===== config.mk =====
export PLATFORM = sky130hd
export DESIGN_NAME = glb_pulse_ctrl_flat
export DESIGN_NICKNAME = d
export VERILOG_FILES = /design/src/rtl/glb_pulse_ctrl_if.sv /design/src/rtl/glb_pulse_ctrl.sv /design/src/flat_wrapper.sv
export SDC_FILE = /design/constraint.sdc
export NUM_CORES = 1
export LEC_CHECK = 0
export ABC_AREA = 1
export CAP_MARGIN = 15
export CORE_ASPECT_RATIO = 0.8
export CORE_UTILIZATION = 44
export CTS_CLUSTER_DIAMETER = 50
export DETAILED_ROUTE_END_ITERATION = 6
export PLACE_DENSITY = 0.75
export SYNTH_ARGS = -nofsm -noshare
export SYNTH_HDL_FRONTEND = slang
export SYNTH_SLANG_ARGS = --single-unit

===== constraint.sdc =====
create_clock -name clk -period 2.65 [get_ports clk]
set_input_delay 0.265 -clock clk [delete_from_list [all_inputs] [get_ports clk]]
set_output_delay 0.265 -clock clk [all_outputs]
set_load 0.01 [all_outputs]

===== src/rtl/glb_pulse_ctrl_if.sv =====
// Register bus between the processor-side master and the GLB pulse controller.
// The master drives strobes, address and write data; the controller returns
// registered read data with a one-cycle qualifier.
interface glb_pulse_ctrl_if #(
    parameter int CFG_ADDR_WIDTH = 8,
    parameter int CFG_DATA_WIDTH = 32
) ();

    logic                      cfg_wr_en;
    logic                      cfg_rd_en;
    logic [CFG_ADDR_WIDTH-1:0] cfg_addr;
    logic [CFG_DATA_WIDTH-1:0] cfg_wr_data;
    logic [CFG_DATA_WIDTH-1:0] cfg_rd_data;
    logic                      cfg_rd_data_valid;

    modport master (
        output cfg_wr_en,
        output cfg_rd_en,
        output cfg_addr,
        output cfg_wr_data,
        input  cfg_rd_data,
        input  cfg_rd_data_valid
    );

    modport slave (
        input  cfg_wr_en,
        input  cfg_rd_en,
        input  cfg_addr,
        input  cfg_wr_data,
        output cfg_rd_data,
        output cfg_rd_data_valid
    );

endinterface


===== src/rtl/glb_pulse_ctrl.sv =====
// Global-controller end of the GLB tile start/interrupt pulse protocol.
// Register writes become per-tile stream / parallel-config start pulses; tile
// done pulses clear per-tile busy bits, set sticky done bits and feed a W1C
// interrupt status register that drives one registered level interrupt.
// Channels: c0 = strm_g2f, c1 = strm_f2g, c2 = pcfg.
// Optional feature: define GLB_PULSE_TIMEOUT_EN to add a per-channel watchdog
// (TIMEOUT register at 0x28, ISR/IER bits [11:9]).
module glb_pulse_ctrl #(
    parameter int NUM_GLB_TILES  = 16,
    parameter int CFG_ADDR_WIDTH = 8,
    parameter int CFG_DATA_WIDTH = 32,
    parameter int TIMEOUT_WIDTH  = 24
) (
    input  logic                     clk,
    input  logic                     reset,
    glb_pulse_ctrl_if.slave          cfg,
    output logic [NUM_GLB_TILES-1:0] strm_start_pulse,
    output logic [NUM_GLB_TILES-1:0] pc_start_pulse,
    input  logic [NUM_GLB_TILES-1:0] strm_f2g_interrupt_pulse,
    input  logic [NUM_GLB_TILES-1:0] strm_g2f_interrupt_pulse,
    input  logic [NUM_GLB_TILES-1:0] pcfg_g2f_interrupt_pulse,
    output logic                     interrupt
);

    localparam int N      = NUM_GLB_TILES;
    localparam int NUM_CH = 3;
    localparam int CH_G2F  = 0;
    localparam int CH_F2G  = 1;
    localparam int CH_PCFG = 2;

`ifdef GLB_PULSE_TIMEOUT_EN
    localparam int ISR_W = 12;
`else
    localparam int ISR_W = 9;
`endif

    localparam logic [CFG_ADDR_WIDTH-1:0] ADDR_IER        = CFG_ADDR_WIDTH'('h00);
    localparam logic [CFG_ADDR_WIDTH-1:0] ADDR_ISR        = CFG_ADDR_WIDTH'('h04);
    localparam logic [CFG_ADDR_WIDTH-1:0] ADDR_STRM_START = CFG_ADDR_WIDTH'('h08);
    localparam logic [CFG_ADDR_WIDTH-1:0] ADDR_PC_START   = CFG_ADDR_WIDTH'('h0C);
    localparam logic [CFG_ADDR_WIDTH-1:0] ADDR_BUSY0      = CFG_ADDR_WIDTH'('h10);
    localparam logic [CFG_ADDR_WIDTH-1:0] ADDR_BUSY1      = CFG_ADDR_WIDTH'('h14);
    localparam logic [CFG_ADDR_WIDTH-1:0] ADDR_BUSY2      = CFG_ADDR_WIDTH'('h18);
    localparam logic [CFG_ADDR_WIDTH-1:0] ADDR_DONE0      = CFG_ADDR_WIDTH'('h1C);
    localparam logic [CFG_ADDR_WIDTH-1:0] ADDR_DONE1      = CFG_ADDR_WIDTH'('h20);
    localparam logic [CFG_ADDR_WIDTH-1:0] ADDR_DONE2      = CFG_ADDR_WIDTH'('h24);
    localparam logic [CFG_ADDR_WIDTH-1:0] ADDR_TIMEOUT    = CFG_ADDR_WIDTH'('h28);

    // Per-channel tile vectors, indexed [channel][tile].
    logic [NUM_CH-1:0][N-1:0] irq;
    logic [NUM_CH-1:0][N-1:0] start_mask;
    logic [NUM_CH-1:0][N-1:0] accept;
    logic [NUM_CH-1:0][N-1:0] busy_q, busy_d;
    logic [NUM_CH-1:0][N-1:0] done_q, done_d;

    logic [NUM_CH-1:0] reject_any;
    logic [NUM_CH-1:0] spurious_any;
    logic [NUM_CH-1:0] chan_done_evt;
    logic [NUM_CH-1:0] wr_done;
    logic [NUM_CH-1:0] timeout_evt;

    logic             wr_ier;
    logic             wr_isr;
    logic [ISR_W-1:0] ier_q;
    logic [ISR_W-1:0] isr_q, isr_d;
    logic [ISR_W-1:0] isr_set;
    logic [ISR_W-1:0] isr_clr;

    logic [CFG_DATA_WIDTH-1:0] rd_data_d;

    assign irq[CH_G2F]  = strm_g2f_interrupt_pulse;
    assign irq[CH_F2G]  = strm_f2g_interrupt_pulse;
    assign irq[CH_PCFG] = pcfg_g2f_interrupt_pulse;

    // Write decode: one-hot register selects and per-channel start masks.
    // NOTE: every signal gets a default before the case so no path leaves it
    // unassigned, which would otherwise infer a latch.
    always_comb begin
        wr_ier     = 1'b0;
        wr_isr     = 1'b0;
        wr_done    = '0;
        start_mask = '0;
        if (cfg.cfg_wr_en) begin
            case (cfg.cfg_addr)
                ADDR_IER:        wr_ier = 1'b1;
                ADDR_ISR:        wr_isr = 1'b1;
                ADDR_STRM_START: begin
                    start_mask[CH_G2F] = cfg.cfg_wr_data[N-1:0];
                    start_mask[CH_F2G] = cfg.cfg_wr_data[2*N-1:N];
                end
                ADDR_PC_START:   start_mask[CH_PCFG] = cfg.cfg_wr_data[N-1:0];
                ADDR_DONE0:      wr_done[0] = 1'b1;
                ADDR_DONE1:      wr_done[1] = 1'b1;
                ADDR_DONE2:      wr_done[2] = 1'b1;
                default:         ;
            endcase
        end
    end

    // Per-channel busy/done bookkeeping. A start is accepted on an idle tile or
    // on a tile whose done pulse arrives in the same cycle; the accept wins
    // over the clear, so such a tile stays busy for the new job.
    always_comb begin
        accept        = '0;
        busy_d        = '0;
        done_d        = '0;
        reject_any    = '0;
        spurious_any  = '0;
        chan_done_evt = '0;
        for (int c = 0; c < NUM_CH; c++) begin
            accept[c]        = start_mask[c] & (~busy_q[c] | irq[c]);
            reject_any[c]    = |(start_mask[c] & busy_q[c] & ~irq[c]);
            spurious_any[c]  = |(irq[c] & ~busy_q[c]);
            busy_d[c]        = (busy_q[c] & ~irq[c]) | accept[c];
            chan_done_evt[c] = (busy_q[c] != '0) && (busy_d[c] == '0);
            // Hardware set is OR-ed in after the W1C clear so it wins.
            done_d[c]        = (done_q[c] & ~(wr_done[c] ? cfg.cfg_wr_data[N-1:0] : '0))
                               | irq[c];
        end
    end

`ifdef GLB_PULSE_TIMEOUT_EN
    logic [TIMEOUT_WIDTH-1:0]             timeout_q;
    logic [NUM_CH-1:0][TIMEOUT_WIDTH-1:0] wd_cnt_q, wd_cnt_d;
    logic                                 wr_timeout;

    assign wr_timeout = cfg.cfg_wr_en && (cfg.cfg_addr == ADDR_TIMEOUT);

    // Watchdog: count cycles a channel stays busy with no start or done
    // activity; hold at TIMEOUT and flag it. TIMEOUT of zero disables it.
    always_comb begin
        wd_cnt_d    = '0;
        timeout_evt = '0;
        for (int c = 0; c < NUM_CH; c++) begin
            timeout_evt[c] = (timeout_q != '0) && (wd_cnt_q[c] == timeout_q);
            if ((busy_q[c] == '0) || (accept[c] != '0) || (irq[c] != '0)) begin
                wd_cnt_d[c] = '0;
            end else if (timeout_evt[c]) begin
                wd_cnt_d[c] = wd_cnt_q[c];
            end else begin
                wd_cnt_d[c] = wd_cnt_q[c] + 1'b1;
            end
        end
    end

    // Watchdog counters and the TIMEOUT register.
    always_ff @(posedge clk or negedge reset) begin
        if (!reset) begin
            timeout_q <= '0;
            wd_cnt_q  <= '0;
        end else begin
            wd_cnt_q <= wd_cnt_d;
            if (wr_timeout) begin
                timeout_q <= cfg.cfg_wr_data[TIMEOUT_WIDTH-1:0];
            end
        end
    end
`else
    assign timeout_evt = '0;
`endif

    // ISR next state: error and completion events set, W1C write clears.
    always_comb begin
        isr_set = '0;
        isr_set[2:0] = chan_done_evt;
        isr_set[5:3] = reject_any;
        isr_set[8:6] = spurious_any;
`ifdef GLB_PULSE_TIMEOUT_EN
        isr_set[11:9] = timeout_evt;
`endif
        isr_clr = wr_isr ? cfg.cfg_wr_data[ISR_W-1:0] : '0;
        isr_d   = (isr_q & ~isr_clr) | isr_set;
    end

    // Read mux; sampled with pre-write state so a coincident write is not seen.
    always_comb begin
        rd_data_d = '0;
        case (cfg.cfg_addr)
            ADDR_IER:     rd_data_d = CFG_DATA_WIDTH'(ier_q);
            ADDR_ISR:     rd_data_d = CFG_DATA_WIDTH'(isr_q);
            ADDR_BUSY0:   rd_data_d = CFG_DATA_WIDTH'(busy_q[0]);
            ADDR_BUSY1:   rd_data_d = CFG_DATA_WIDTH'(busy_q[1]);
            ADDR_BUSY2:   rd_data_d = CFG_DATA_WIDTH'(busy_q[2]);
            ADDR_DONE0:   rd_data_d = CFG_DATA_WIDTH'(done_q[0]);
            ADDR_DONE1:   rd_data_d = CFG_DATA_WIDTH'(done_q[1]);
            ADDR_DONE2:   rd_data_d = CFG_DATA_WIDTH'(done_q[2]);
`ifdef GLB_PULSE_TIMEOUT_EN
            ADDR_TIMEOUT: rd_data_d = CFG_DATA_WIDTH'(timeout_q);
`else
            ADDR_TIMEOUT: rd_data_d = CFG_DATA_WIDTH'({TIMEOUT_WIDTH{1'b0}});
`endif
            default:      rd_data_d = '0;
        endcase
    end

    // Status state: busy, done, IER and ISR.
    // NOTE: state registers use non-blocking assignments so every flop samples
    // the pre-edge values regardless of statement order.
    always_ff @(posedge clk or negedge reset) begin
        if (!reset) begin
            busy_q <= '0;
            done_q <= '0;
            ier_q  <= '0;
            isr_q  <= '0;
        end else begin
            busy_q <= busy_d;
            done_q <= done_d;
            isr_q  <= isr_d;
            if (wr_ier) begin
                ier_q <= cfg.cfg_wr_data[ISR_W-1:0];
            end
        end
    end

    // Registered outputs: start pulses, read response and level interrupt.
    always_ff @(posedge clk or negedge reset) begin
        if (!reset) begin
            strm_start_pulse      <= '0;
            pc_start_pulse        <= '0;
            cfg.cfg_rd_data       <= '0;
            cfg.cfg_rd_data_valid <= 1'b0;
            interrupt             <= 1'b0;
        end else begin
            strm_start_pulse      <= accept[CH_G2F] | accept[CH_F2G];
            pc_start_pulse        <= accept[CH_PCFG];
            cfg.cfg_rd_data_valid <= cfg.cfg_rd_en;
            cfg.cfg_rd_data       <= cfg.cfg_rd_en ? rd_data_d : '0;
            interrupt             <= |(isr_q & ier_q);
        end
    end

endmodule


===== src/flat_wrapper.sv =====
// flat-port wrapper written by rule: the top's interface ports become plain ports
module glb_pulse_ctrl_flat 
#(
    parameter int NUM_GLB_TILES  = 16,
    parameter int CFG_ADDR_WIDTH = 8,
    parameter int CFG_DATA_WIDTH = 32,
    parameter int TIMEOUT_WIDTH  = 24
)
  (clk, reset, strm_start_pulse, pc_start_pulse, strm_f2g_interrupt_pulse, strm_g2f_interrupt_pulse, pcfg_g2f_interrupt_pulse, interrupt, cfg_cfg_wr_en, cfg_cfg_rd_en, cfg_cfg_addr, cfg_cfg_wr_data, cfg_cfg_rd_data, cfg_cfg_rd_data_valid);
  glb_pulse_ctrl_if #(.CFG_ADDR_WIDTH(CFG_ADDR_WIDTH), .CFG_DATA_WIDTH(CFG_DATA_WIDTH)) cfg_i ();
  input  logic clk;
  input  logic reset;
  output logic [NUM_GLB_TILES-1:0] strm_start_pulse;
  output logic [NUM_GLB_TILES-1:0] pc_start_pulse;
  input  logic [NUM_GLB_TILES-1:0] strm_f2g_interrupt_pulse;
  input  logic [NUM_GLB_TILES-1:0] strm_g2f_interrupt_pulse;
  input  logic [NUM_GLB_TILES-1:0] pcfg_g2f_interrupt_pulse;
  output logic interrupt;
  input wire logic [$bits(cfg_i.cfg_wr_en)-1:0] cfg_cfg_wr_en;
  input wire logic [$bits(cfg_i.cfg_rd_en)-1:0] cfg_cfg_rd_en;
  input wire logic [$bits(cfg_i.cfg_addr)-1:0] cfg_cfg_addr;
  input wire logic [$bits(cfg_i.cfg_wr_data)-1:0] cfg_cfg_wr_data;
  output wire logic [$bits(cfg_i.cfg_rd_data)-1:0] cfg_cfg_rd_data;
  output wire logic [$bits(cfg_i.cfg_rd_data_valid)-1:0] cfg_cfg_rd_data_valid;
  assign cfg_i.cfg_wr_en = cfg_cfg_wr_en;
  assign cfg_i.cfg_rd_en = cfg_cfg_rd_en;
  assign cfg_i.cfg_addr = cfg_cfg_addr;
  assign cfg_i.cfg_wr_data = cfg_cfg_wr_data;
  assign cfg_cfg_rd_data = cfg_i.cfg_rd_data;
  assign cfg_cfg_rd_data_valid = cfg_i.cfg_rd_data_valid;
  glb_pulse_ctrl #(.NUM_GLB_TILES(NUM_GLB_TILES), .CFG_ADDR_WIDTH(CFG_ADDR_WIDTH), .CFG_DATA_WIDTH(CFG_DATA_WIDTH), .TIMEOUT_WIDTH(TIMEOUT_WIDTH)) u_core (.clk(clk), .reset(reset), .cfg(cfg_i), .strm_start_pulse(strm_start_pulse), .pc_start_pulse(pc_start_pulse), .strm_f2g_interrupt_pulse(strm_f2g_interrupt_pulse), .strm_g2f_interrupt_pulse(strm_g2f_interrupt_pulse), .pcfg_g2f_interrupt_pulse(pcfg_g2f_interrupt_pulse), .interrupt(interrupt));
endmodule

==> results of run 1 <==
[worst max path at each step]
stage | from | slack, ps | cells past startpoint | endpoint
final | cfg_cfg_addr[4] | 610 | 13 | u_core.isr_q[2]
after floorplan | cfg_cfg_addr[1] | 1220 | 7 | u_core.ier_q[7]
after global placement | cfg_cfg_addr[5] | 250 | 9 | u_core.isr_q[3]
after global routing | cfg_cfg_addr[2] | 470 | 7 | u_core.done_q[4]
after CTS | cfg_cfg_addr[4] | 670 | 13 | u_core.isr_q[2]
after detailed placement | cfg_cfg_addr[4] | 240 | 13 | u_core.isr_q[2]
[metrics by stage]
step | util (%) | worst slack [ps] | hold WS (ps) | total power [uW] | instance area [um^2]
floorplan | - | 1220 | -30.6 | 2770 | 8500
global placement | 55.4 | 254 | 263 | 3090 | 10200
detailed placement | 55.4 | 237 | 265 | 3090 | 10200
CTS | 58.7 | 673 | 346 | 5670 | 10800
global route | 58.7 | 468 | 338 | 5820 | 10800
finish | 58.7 | 612 | 348 | 5670 | 10800
[placed cells by master (no fill, tap or decap), drive strengths merged]
cell type,synthesis,routed
a22o,1,1
nand3b,8,8
clkinv,0,3
clkbuf,2,18
clkinvlp,0,5
buf,45,33
nor4,2,2
dlygate4sd3,0,1
nand2,257,257
o32ai,4,4
o21ai,106,106
o22ai,37,37
o2111ai,3,3
dfrtp,164,164
a21oi,13,13
bufinv,0,3
clkdlybuf4s50,0,139
and2,1,1
nor2,163,163
conb,1,16
nand3,86,86
inv,188,191
a221oi,6,6
nor3,21,21
nand4,20,20
[state kept, by name, indices dropped and copies added, names as in the netlist]
| register | cells |
|---|---|
| u_core.busy_q | 48 |
| u_core.done_q | 48 |
| u_core.cfg.cfg_rd_data | 16 |
| u_core.pc_start_pulse | 16 |
| u_core.strm_start_pulse | 16 |
| u_core.ier_q | 9 |
| u_core.isr_q | 9 |
| u_core.cfg.cfg_rd_data_valid | 1 |
| u_core.interrupt | 1 |
[per-layer routing]
layer | up-vias | track usage [%] | part of all wire, %
li1 | 3900 | - | -
met1 | 4016 | 51.7 | 44
met2 | 577 | 46.4 | 40
met3 | 62 | 9.33 | 12
met4 | 0 | 13.4 | 3.8
met5 | - | 0 | 0
[cells by family after synthesis]
logic type      count (synthesis)  share of synthesized area, %
simple gates                  558                          28.2
buf+inv                       235                          12.0
compound gates                170                          11.2
flops                         164                          48.6
other cells                     1                        0.0444
[worst max-delay path, stage by stage]
cell,delay (ps)
clkdlybuf4s50_1,480
inv_2,130
nand2_1,70
nor2_2,360
buf_4,300
nand2_2,70
buf_4,190
nor2_1,130
nor2_1,90
nand2_1,90
nor2_1,40
nand3_1,80
nand2_1,50
[power by group through the flow]
| stage | Sequential [uW] | Clock (uW) | Combinational, uW |
|---|---|---|---|
| finish | 2560 | 2620 | 496 |
| global route | 2560 | 2720 | 533 |
| CTS | 2550 | 2620 | 488 |
| detailed placement | 2600 | 0 | 485 |
| global placement | 2600 | 0 | 486 |
| floorplan | 2590 | 0 | 176 |
[area by class of cell]
cell class                 count  area, um^2  share of cell area [%]
timing repair buffer         173        1700                    15.7
inverter                     188         706                    6.51
multi-input combinational    744        3390                    31.3
sequential                   164        4100                    37.9
clock buffer                  18         439                    4.05
tap                          253         317                    2.92
clock inverter                14         176                    1.63
[repair_timing]
| action | CTS | global route |
|---|---|---|
| hold endpoints to repair | 47 | 0 |
| hold buffers | 1 | 0 |
| setup endpoints to repair | 0 | 0 |
==> flow_summary_export.csv, run 1 <==
group,metric,value,unit
final_layout,stdcell_count,1554,
die,die_h,126,um
global_routing,grt_max_degree,52,
hold_path,hold_end,"u_core.cfg.cfg_rd_data_valid",
final_layout,syn2layout_area_growth,28.2,%
global_routing,antenna_found_initial,0,
clock_network,post_cts_buffers,0,
clock_network,htree_levels,4,
timing,clock_skew,12.0,ps
global_routing,grt_overflow,0,
power_and_ir_drop,p_int,4240,uW
power_and_ir_drop,power.density,524,nW/um^2
global_routing,grt_pass1_vias,7938,
routing,wl_per_cell,21.2,um
setup_path,end_kind,"register",
final_layout,nets,1380,
clock_network,root_buffer,"clkbuf_16",
timing,tightest_slew,861,ps
die,coreArea,18400,um^2
final_layout,drive_above_1_share,6.38,%
hold_path,hold_path_depth,1,
power_and_ir_drop,combPwrFrac,8.7,%
synth,synth.cell_area,8450,um^2
die,dieArea,19800,um^2
flow_run,max-cap-violations,0,
clock_network,cts_tree,"yes",
setup_path,path_max_fanout,14,
synth,synthCells,1128,
routing,drt-initial-drc-count,1041,
place,place_congestion,1.02,
final_layout,n_antenna_cell,0,
setup_path,cp.required,2980,ps
synth,yosysMostFrequentCell,"nand2_1",
routing,vias,8555,
synth,avgSynthCellArea,7.49,um^2
timing,rsz0062_at_grt,"no",
status,status,"completed",
routing,remaining_drc_errors,0,
timing,setup_violations,0,
routing,antenna_left,0,
power_and_ir_drop,pwr-share-seq,45.1,%
setup_path,r2r_cells,9,
setup_path,r2r_slack,1090,ps
synth,ys_warn_count,0,
synth,yosys.area.top_type_share,48.6,%
die,die_w,157,um
clock_network,cts_buffers,17,
power_and_ir_drop,leakagePower,0.00515,uW
place,portBuffers,141,
routing,wirelength,33.0,mm
timing,fin_crit_sh,76.9,%
clock_network,clkSinkCount,164,
timing,setup_tns,0,ps
clock_network,clk_pin_slew,70,ps
routing,firstDrtPassIters,6,
die,start_util,45.8,%
timing,slew_violations,0,
clock_network,clockBufferDepth,2,
synth,synth_edf_count,0,
setup_path,r2r_start,"u_core.busy_q[39]",
setup_path,worstSetupPathType,"input pin to register",
hold_path,min_path_type,"input pin to register",
place,dpl.cell_count,1521,
synth,synthTopCellsByCount,"250 x nand2_1, 184 x inv_1, 164 x dfrtp_1, 160 x nor2_1, 86 x nand3_1",
timing,clock.fmax,491,MHz
timing,relSlewSlack,42.6,%
clock_network,clkLatencyLatePin,440,ps
timing,finalHoldViolations,0,
hold_path,hp-start,"cfg_cfg_rd_en",
setup_path,crit_arrival,2370,ps
setup_path,start_kind,"input pin",
synth,async_flop_share,100,%
synth,yosysSeqAreaShare,48.6,%
power_and_ir_drop,p_sw,1430,uW
final_layout,nFillCells,1748,
synth,ys_dominant_reg_cell,"dfrtp_1",
power_and_ir_drop,vdd_drop_max,339,uV
global_routing,grt_pass1_wl,48.3,mm
place,dpl.hpwl,26.0,mm
global_routing,grtUsageTotal,34.4,%
synth,synth-seq-cells,164,
synth,ys_top_cells_by_area,"dfrtp_1 49%, nand2_1 11%, inv_1 8.2%",
die,rows,44,
power_and_ir_drop,switching_share,25.2,%
power_and_ir_drop,p_clk_share,46.2,%
synth,yosys.area.top_type,"dfrtp_1",
routing,viasPerCell,5.51,
die,num_io_pins,158,
clock_network,cts_resized,0,
synth,yosysUniqueCellTypes,29,
timing,post-route-min-period,2040,ps
setup_path,regToRegEndpoint,"u_core.isr_q[2]",
No activity file was read; power rests on OpenSTA's default activity.
==> run 2: changes to the inputs <==
==> constraint.sdc (replaced) <==
create_clock -name clk -period 2 [get_ports clk]
set_input_delay 0.2 -clock clk [delete_from_list [all_inputs] [get_ports clk]]
set_output_delay 0.2 -clock clk [all_outputs]
set_load 0.01 [all_outputs]
==> flow_summary_export.csv, run 2 (synthesis results as in run 1) <==
group,metric,value,unit
status,status,"completed",
setup_path,regToRegEndpoint,"u_core.isr_q[5]",
die,num_io_pins,158,
clock_network,clk_pin_slew,70,ps
clock_network,root_buffer,"clkbuf_16",
die,die_w,157,um
clock_network,cts_buffers,17,
timing,slew_violations,0,
final_layout,final_common_cell,"nand2_1",
power_and_ir_drop,leakagePower,0.00545,uW
global_routing,grt_pass1_wl,51.2,mm
final_layout,drive_above_1_share,10.3,%
final_layout,syn2layout_area_growth,34.5,%
hold_path,min_path_type,"input pin to asynchronous set/reset pin",
setup_path,path_buf_inv,5,
setup_path,cp_num_cells,14,
global_routing,grt_max_degree,48,
timing,setup_violations,0,
setup_path,crit_chain,"clkdlybuf4s50_1, inv_1, nand2_1, nor2_1, buf_4, nand2_2, buf_12, inv_1, nand3_1, nand2_1, nor2_1, nand2_1, nor2_1, nand2_1",
final_layout,final_cell_mix,"250 x nand2_1, 184 x inv_1, 164 x dfrtp_1, 159 x nor2_1, 139 x clkdlybuf4s50_1",
die,rows,44,
place,portBuffers,141,
setup_path,crit_arrival,2170,ps
place,placed_cell_area,10700,um^2
clock_network,cts_resized,0,
place,place_congestion,1.03,
power_and_ir_drop,p_clk_share,46.0,%
clock_network,htree_levels,4,
timing,relSlewSlack,64.9,%
setup_path,cpPeakStageDelay,500,ps
die,die_h,126,um
final_layout,fin_util,61.6,%
setup_path,path_max_fanout,11,
timing,post-route-min-period,1860,ps
setup_path,worstSetupPathType,"input pin to register",
power_and_ir_drop,vdd_drop_max,477,uV
global_routing,grt_pass1_vias,8599,
setup_path,crit_family,"simple AND/OR/NAND/NOR gates",
timing,clock_skew,7.72,ps
timing,finalHoldViolations,0,
timing,tightest_slew,522,ps
power_and_ir_drop,switching_share,24.6,%
global_routing,grtUsageTotal,35.8,%
flow_run,max-cap-violations,0,
die,start_util,45.8,%
setup_path,start_kind,"input pin",
setup_path,r2r_start,"u_core.busy_q[43]",
clock_network,post_cts_buffers,0,
routing,antenna_left,0,
clock_network,clkLatencyLatePin,430,ps
timing,fin_crit_sh,93.0,%
die,coreArea,18400,um^2
place,dpl.hpwl,27.0,mm
routing,vias,8850,
die,dieArea,19800,um^2
final_layout,top_regs,"u_core.busy_q (48), u_core.done_q (48)",
timing,whs,292,ps
global_routing,grt_overflow,0,
setup_path,cp.required,2310,ps
setup_path,r2r_cells,9,
clock_network,clkSinkCount,164,
setup_path,crit_slowest_cell,"clkdlybuf4s50_1",
final_layout,stdcell_area,11400,um^2
routing,wl_per_cell,21.1,um
setup_path,end_kind,"register",
routing,remaining_drc_errors,0,
clock_network,clockBufferDepth,2,
final_layout,nets,1438,
power_and_ir_drop,p_sw,1870,uW
setup_path,crit_top_cell,"nand2_1",
power_and_ir_drop,power.density,667,nW/um^2
global_routing,antenna_found_initial,0,
routing,wirelength,34.1,mm
clock_network,cts_tree,"yes",
power_and_ir_drop,p_int,5710,uW
routing,viasPerCell,5.49,
routing,firstDrtPassIters,7,
timing,rsz0062_at_grt,"no",
timing,clock.fmax,538,MHz
power_and_ir_drop,pwr-share-seq,44.8,%
setup_path,r2r_slack,340,ps
final_layout,n_antenna_cell,0,
routing,drt-initial-drc-count,1307,
power_and_ir_drop,combPwrFrac,9.2,%
==> run 2: cell count changes in the layout (fill, tap and decap cells not counted), sizes merged <==
cell	previous run	this run
inv	191	189
buf	33	91
clkbuf	18	21
clkinv	3	2
==> run 2: stage by stage <==
step           instances  setup TNS (ps)  setup slack (ps)  power (uW)
2_1_floorplan       1143               0               634        3670
4_1_cts             1612               0               218        7560
3_5_place_dp        1579           -1790              -239        4130
5_1_grt             1612               0             0.877        7760
6_report            1612               0               140        7580
3_3_place_gp        1579            -861              -242        4130
==> run 2: what timing repair did <==
action                                  CTS  global route
hold endpoints to repair                 43             0
hold buffers                              1             0
endpoints found under the setup margin    0             0
==> run 2: power groups by stage <==
stage / Combinational [uW] / Clock (uW) / Sequential, uW
detailed placement: 681 / 0 / 3450
global route: 744 / 3620 / 3390
floorplan: 233 / 0 / 3440
CTS: 688 / 3490 / 3390
finish: 699 / 3490 / 3390
global placement: 682 / 0 / 3450
==> run 2: final cells by class <==
class	count	area (um^2)
Clock buffer	21	470
Multi-Input combinational cell	744	3390
Sequential cell	164	4100
Tap cell	253	317
Timing Repair Buffer	231	2220
Fill cell	1669	7080
Inverter	188	706
Clock inverter	11	150
==> run 2: layer usage <==
metal / GRT usage (%) / wire length [um]
met5: 0 / 0
met4: 15.3 / 1320
met3: 9.39 / 3900
met1: 52.9 / 15100
met2: 49.1 / 13800
==> run 2: worst register-to-register path: stages (launching register included) <==
cell,delay [ps]
dfrtp_1,440
inv_1,230
nor2_1,70
buf_4,160
nand3_1,80
nand2_1,50
nor2_1,90
nand2_1,70
nor2_1,260
nand2_1,90
==> run 2: worst max path at each step <==
stage / from / to
finish: cfg_cfg_addr[0] / u_core.isr_q[5]
floorplan: cfg_cfg_addr[1] / u_core.ier_q[7]
CTS: cfg_cfg_addr[1] / u_core.isr_q[5]
global placement: cfg_cfg_addr[0] / u_core.isr_q[5]
detailed placement: cfg_cfg_addr[1] / u_core.isr_q[5]
global route: cfg_cfg_addr[1] / u_core.isr_q[5]
